===== src/rtl/lc3b_types.sv =====
// rtl/lc3b_types.sv - shared LC-3b opcode and ALU operation types
package lc3b_types;

    typedef enum logic [3:0] {
        op_br   = 4'b0000,
        op_add  = 4'b0001,
        op_ldb  = 4'b0010,
        op_stb  = 4'b0011,
        op_jsr  = 4'b0100,
        op_and  = 4'b0101,
        op_ldr  = 4'b0110,
        op_str  = 4'b0111,
        op_rti  = 4'b1000,
        op_not  = 4'b1001,
        op_ldi  = 4'b1010,
        op_sti  = 4'b1011,
        op_jmp  = 4'b1100,
        op_shf  = 4'b1101,
        op_lea  = 4'b1110,
        op_trap = 4'b1111
    } lc3b_opcode;

    typedef enum logic [2:0] {
        alu_add  = 3'd0,
        alu_and  = 3'd1,
        alu_not  = 3'd2,
        alu_pass = 3'd3,
        alu_sll  = 3'd4,
        alu_srl  = 3'd5,
        alu_sra  = 3'd6
    } lc3b_aluop;

endpackage


===== src/rtl/control.sv =====
// rtl/control.sv - LC-3b multicycle Moore control unit (fetch/decode/execute)
module control
    import lc3b_types::*;
(
    input  logic        clk,
    input  logic        rst,
    input  lc3b_opcode  opcode,
    input  logic        branch_enable,
    input  logic        mem_resp,
    output logic        load_pc,
    output logic        load_cc,
    output logic        load_ir,
    output logic        load_mar,
    output logic        load_mdr,
    output logic        load_regfile,
    output logic        pcmux_sel,
    output logic        storemux_sel,
    output logic        alumux_sel,
    output logic        marmux_sel,
    output logic        mdrmux_sel,
    output logic        regfilemux_sel,
    output lc3b_aluop   aluop,
    output logic        mem_read,
    output logic        mem_write,
    output logic [1:0]  mem_byte_enable
);

    localparam logic [3:0] S_FETCH1    = 4'd0;
    localparam logic [3:0] S_FETCH2    = 4'd1;
    localparam logic [3:0] S_FETCH3    = 4'd2;
    localparam logic [3:0] S_DECODE    = 4'd3;
    localparam logic [3:0] S_ADD       = 4'd4;
    localparam logic [3:0] S_AND       = 4'd5;
    localparam logic [3:0] S_NOT       = 4'd6;
    localparam logic [3:0] S_BR        = 4'd7;
    localparam logic [3:0] S_BR_TAKEN  = 4'd8;
    localparam logic [3:0] S_CALC_ADDR = 4'd9;
    localparam logic [3:0] S_LDR1      = 4'd10;
    localparam logic [3:0] S_LDR2      = 4'd11;
    localparam logic [3:0] S_STR1      = 4'd12;
    localparam logic [3:0] S_STR2      = 4'd13;

    logic [3:0] r_state;
    logic [3:0] w_next_state;

    // State register; reset wins over any in-flight memory wait
    always_ff @(posedge clk) begin
        if (rst) begin
            r_state <= S_FETCH1;
        end else begin
            r_state <= w_next_state;
        end
    end

    // Next-state logic; mem_resp only matters in the three wait states
    always_comb begin
        w_next_state = S_FETCH1;
        case (r_state)
            S_FETCH1:    w_next_state = S_FETCH2;
            S_FETCH2:    w_next_state = mem_resp ? S_FETCH3 : S_FETCH2;
            S_FETCH3:    w_next_state = S_DECODE;
            S_DECODE: begin
                case (opcode)
                    op_add:         w_next_state = S_ADD;
                    op_and:         w_next_state = S_AND;
                    op_not:         w_next_state = S_NOT;
                    op_br:          w_next_state = S_BR;
                    op_ldr, op_str: w_next_state = S_CALC_ADDR;
                    default:        w_next_state = S_FETCH1;
                endcase
            end
            S_ADD, S_AND, S_NOT: w_next_state = S_FETCH1;
            S_BR:        w_next_state = branch_enable ? S_BR_TAKEN : S_FETCH1;
            S_BR_TAKEN:  w_next_state = S_FETCH1;
            S_CALC_ADDR: begin
                if (opcode == op_ldr) begin
                    w_next_state = S_LDR1;
                end else if (opcode == op_str) begin
                    w_next_state = S_STR1;
                end else begin
                    w_next_state = S_FETCH1;
                end
            end
            S_LDR1:      w_next_state = mem_resp ? S_LDR2 : S_LDR1;
            S_LDR2:      w_next_state = S_FETCH1;
            S_STR1:      w_next_state = S_STR2;
            S_STR2:      w_next_state = mem_resp ? S_FETCH1 : S_STR2;
            default:     w_next_state = S_FETCH1;
        endcase
    end

    // Moore outputs: defaults first, each state overrides only its own controls
    always_comb begin
        load_pc         = 1'b0;
        load_cc         = 1'b0;
        load_ir         = 1'b0;
        load_mar        = 1'b0;
        load_mdr        = 1'b0;
        load_regfile    = 1'b0;
        pcmux_sel       = 1'b0;
        storemux_sel    = 1'b0;
        alumux_sel      = 1'b0;
        marmux_sel      = 1'b0;
        mdrmux_sel      = 1'b0;
        regfilemux_sel  = 1'b0;
        aluop           = alu_add;
        mem_read        = 1'b0;
        mem_write       = 1'b0;
        mem_byte_enable = 2'b11;
        case (r_state)
            S_FETCH1: begin
                marmux_sel = 1'b1;
                load_mar   = 1'b1;
                load_pc    = 1'b1;
            end
            S_FETCH2, S_LDR1: begin
                mem_read   = 1'b1;
                mdrmux_sel = 1'b1;
                load_mdr   = 1'b1;
            end
            S_FETCH3: load_ir = 1'b1;
            S_ADD, S_AND, S_NOT: begin
                aluop        = (r_state == S_AND) ? alu_and :
                               (r_state == S_NOT) ? alu_not : alu_add;
                load_regfile = 1'b1;
                load_cc      = 1'b1;
            end
            S_BR_TAKEN: begin
                pcmux_sel = 1'b1;
                load_pc   = 1'b1;
            end
            S_CALC_ADDR: begin
                alumux_sel = 1'b1;
                load_mar   = 1'b1;
            end
            S_LDR2: begin
                regfilemux_sel = 1'b1;
                load_regfile   = 1'b1;
                load_cc        = 1'b1;
            end
            S_STR1: begin
                storemux_sel = 1'b1;
                aluop        = alu_pass;
                load_mdr     = 1'b1;
            end
            S_STR2: mem_write = 1'b1;
            default: ;
        endcase
    end

endmodule


===== config.mk =====
export PLATFORM = sky130hd
export DESIGN_NAME = control
export DESIGN_NICKNAME = d
export VERILOG_FILES = /design/src/rtl/lc3b_types.sv /design/src/rtl/control.sv
export SDC_FILE = /design/constraint.sdc
export NUM_CORES = 1
export LEC_CHECK = 0
export ABC_CLOCK_PERIOD_IN_PS = 1800
export CORE_MARGIN = 2
export CORE_UTILIZATION = 39
export DETAILED_ROUTE_END_ITERATION = 8
export GPL_ROUTABILITY_DRIVEN = 0
export PLACE_DENSITY = 0.81
export SLEW_MARGIN = 20
export SYNTH_ARGS = -nofsm -noshare
export SYNTH_HDL_FRONTEND = slang
export SYNTH_SLANG_ARGS = --single-unit

===== constraint.sdc =====
create_clock -name clk -period 1.8 [get_ports clk]
set_clock_uncertainty 0.05 [all_clocks]
set_input_delay 0.36 -clock clk [delete_from_list [all_inputs] [get_ports clk]]
set_output_delay 0.36 -clock clk [all_outputs]
set_load 0.02 [all_outputs]

==> results by group <==
Outcome
  – Run status: complete, no violations

Min path
  – HP Start: r_state[0]$_SDFF_PP0_
  – Hold worst-path end: r_state[3]$_SDFF_PP0_
  – Hold path cells: 3
  – Hold/Removal Path Class: reg -> reg

Cells and area
  – Antenna cells: 0
  – Top reg by flops: r_state
  – Nets: 128
  – Most frequent cells in the layout: buf_4 (17), nor2_1 (9), nand2_1 (7), a21oi_1 (7), clkdlybuf4s50_1 (7)
  – Layout area overhead: 64.01%
  – Fraction of layout cells with a size suffix above 1: 38.14%
  – Largest regs: r_state x4
  – Leading cell type in the layout, fill and taps excluded: buf_4
  – Design area: 900.9 um^2
  – Max reg flops: 4

Placed design
  – Final HPWL DP: 1.258 mm
  – Place WS: -0.1484 ns
  – I/O Buffers: 23
  – Placement Cell Area: 890.9 um^2

Global routing
  – Overflow after GRT: 0
  – GRT Overall Usage: 20.66%
  – Largest net degree at the start of global routing: 13
  – First-pass GRT wire length: 2.704 mm
  – Initial antenna violation count: 0
  – Vias in the first global route: 683

Critical path
  – WS Path Type: reg -> out
  – Reg-to-Reg Start: r_state[3]$_SDFF_PP0_
  – R2R cell count: 4
  – Reg2Reg Capture Point: r_state[2]$_SDFF_PP0_
  – Critical Path Sink Type: output port
  – CP max FO: 4
  – Arr. time, crit path: 1.37 ns
  – Startpoint types: flip-flop
  – Critical path required time: 1.39 ns
  – Flop2flop setup slack: 0.23 ns

CTS
  – Clock sink total: 4
  – Worst-path clk slew: 0.04 ns
  – CTS Buf Count: 3
  – Root Driver: clkbuf_4
  – Cts hold-fix bufs: 0
  – Worst-Skew Late Latency: 0.24 ns
  – Max Root-Sink Buffers: 2
  – CTS tree: yes
  – Depth of the CTS H-tree: 1

Detailed routing
  – Drt total wl: 1.692 mm
  – DRT iter0 DRCs: 27
  – Post-route ant nets: 0
  – Vias post-DR: 715
  – Detailed Routing Iterations Pass 1: 4
  – Wire per inst: 12.72 um
  – Residual DRC: 0
  – Vias/cell: 5.376

Timing
  – Achievable Freq: 0.5625 GHz
  – Minimum clock period: 1.778 ns
  – Post-route worst setup slack: 0.02208 ns
  – Tcrit/Tclk final: 98.77%
  – Slew Limit Fails: 0
  – WHS: 0.5922 ns
  – Hold Vio Cnt, Final: 0
  – Final setup violation count: 0

Synthesis
  – Synth Area in XOR/XNOR: 6.378%
  – Main combinational cell family by area after synthesis: simple AND/OR/NAND/NOR gates
  – Synth unique cells: 34
  – YS warnings: 0
  – Synth Area in Adders: 0%
  – Mapped Avg Cell Area: 6.539 um^2
  – Register area share after synthesis: 14.58%
  – Synthesis-stage register bit count: 4
  – Synth Area in Compound Gates: 21.87%
  – Post-synthesis mux area share: 0%
  – Simple logic cell fraction of the synthesized area: 40.09%
  – Post-Syn Instances: 84
  – Cell Area, Synth: 549.3 um^2

Power
  – Leak: 0.4072 nW
  – Power density cells: 428.2 nW/um^2
  – Largest vdd supply drop: 0.2151 mV

Floorplan
  – Die X: 41.53 um
  – Row cnt: 13
  – IO Pins: 27
  – Initial Util: 42.21%
  – Die Height: 41.53 um
  – Core area: 1301 um^2
  – Die Area: 1725 um^2

Flow run
  – Max-cap violations: 0
==> per-stage QoR <==
step | utilization [%] | setup TNS [ns] | power [mW] | cells
after floorplan | - | 0 | 0.2032 | 85
after global placement | 68.46 | -0.5464 | 0.2719 | 129
after detailed placement | 68.46 | -0.9429 | 0.2767 | 129
after CTS | 69.71 | 0 | 0.3771 | 132
after global routing | 69.23 | -0.05801 | 0.4075 | 133
final | 69.23 | 0 | 0.3858 | 133
==> what timing repair did <==
item / 4_1_cts / 5_1_grt
setup endpoints to repair: 16 / 12
setup buffers: 0 / 1
pin swaps: 0 / 1
gates resized for setup: 38 / 16
==> power breakdown <==
| part | switching (mW) | internal [mW] |
|---|---|---|
| clock network | 0.0372 | 0.0746 |
| logic | 0.0905 | 0.0832 |
| registers | 0.00607 | 0.0942 |
==> critical path, cell delays in order, from the launching register on <==
cell and delay (ns):
dfxtp_2 0.33, buf_4 0.15, nand4bb_1 0.13, inv_1 0.07, or2_2 0.29, buf_2 0.16
==> metal layers <==
layer,vias up,GRT usage (%),part of all wire [%]
met5,-,0,0
met4,0,21.29,4.8
met3,9,3.043,5.3
met2,28,33.13,49
met1,325,22.22,41
li1,353,-,-
==> worst max path at each step <==
stage           endpoint  slack [ns]             startpoint  cells past startpoint
2_1_floorplan   load_mdr        0.04  r_state[1]$_SDFF_PP0_                      5
3_3_place_gp    load_mar       -0.10  r_state[2]$_SDFF_PP0_                      4
3_5_place_dp    load_mdr       -0.15  r_state[1]$_SDFF_PP0_                      5
4_1_cts        pcmux_sel       0.006  r_state[2]$_SDFF_PP0_                      4
5_1_grt         load_mar       -0.03  r_state[0]$_SDFF_PP0_                      5
6_report        load_mar        0.02  r_state[0]$_SDFF_PP0_                      5
==> logic make-up (layout without fill, tap and decap cells) <==
| family | count (synthesis) | after routing |
|---|---|---|
| buffers and inverters | 15 | 48 |
| xor gates and xnor gates | 4 | 4 |
| DFF | 4 | 4 |
| other | 2 | 3 |
| and+or+nand+nor | 40 | 40 |
| AOI/OAI and AO/OA | 19 | 19 |
==> synthesized netlist by cell type <==
cell / instances / area share (%)
a21boi_0: 1 / 1.4
a21oi_1: 8 / 7.3
a22oi_1: 1 / 1.4
a311oi_1: 1 / 1.6
and2_1: 1 / 1.1
buf_2: 3 / 2.7
buf_4: 5 / 6.8
buf_6: 1 / 2.0
clkbuf_1: 3 / 2.0
conb_1: 2 / 1.4
dfxtp_1: 4 / 15
inv_1: 3 / 2.0
nand2_1: 7 / 4.8
nand2b_1: 2 / 2.3
nand3_1: 1 / 0.91
nand3b_1: 1 / 1.4
nand4bb_1: 1 / 2.0
nor2_1: 10 / 6.8
nor2b_1: 3 / 3.4
nor3_1: 5 / 4.6
nor3b_1: 3 / 4.1
nor4b_1: 1 / 1.6
nor4bb_1: 1 / 1.8
o21ai_0: 3 / 2.7
o21bai_1: 1 / 1.4
o22ai_1: 1 / 1.1
o2bb2ai_1: 1 / 1.6
o32a_1: 1 / 1.8
o32ai_1: 1 / 1.6
or2_2: 2 / 2.3
or2_4: 1 / 1.6
or4_1: 1 / 1.4
xnor2_1: 2 / 3.2
xor2_1: 2 / 3.2
==> layout make-up <==
type / count / area, um^2
Tap cell: 15 / 18.77
Timing Repair Buffer: 42 / 351.6
Clock buffer: 3 / 22.52
Multi-Input combinational cell: 66 / 411.6
Inverter: 3 / 11.26
Sequential cell: 4 / 85.08
Fill cell: 120 / 400.4
Power figures use the tool's default switching activity.
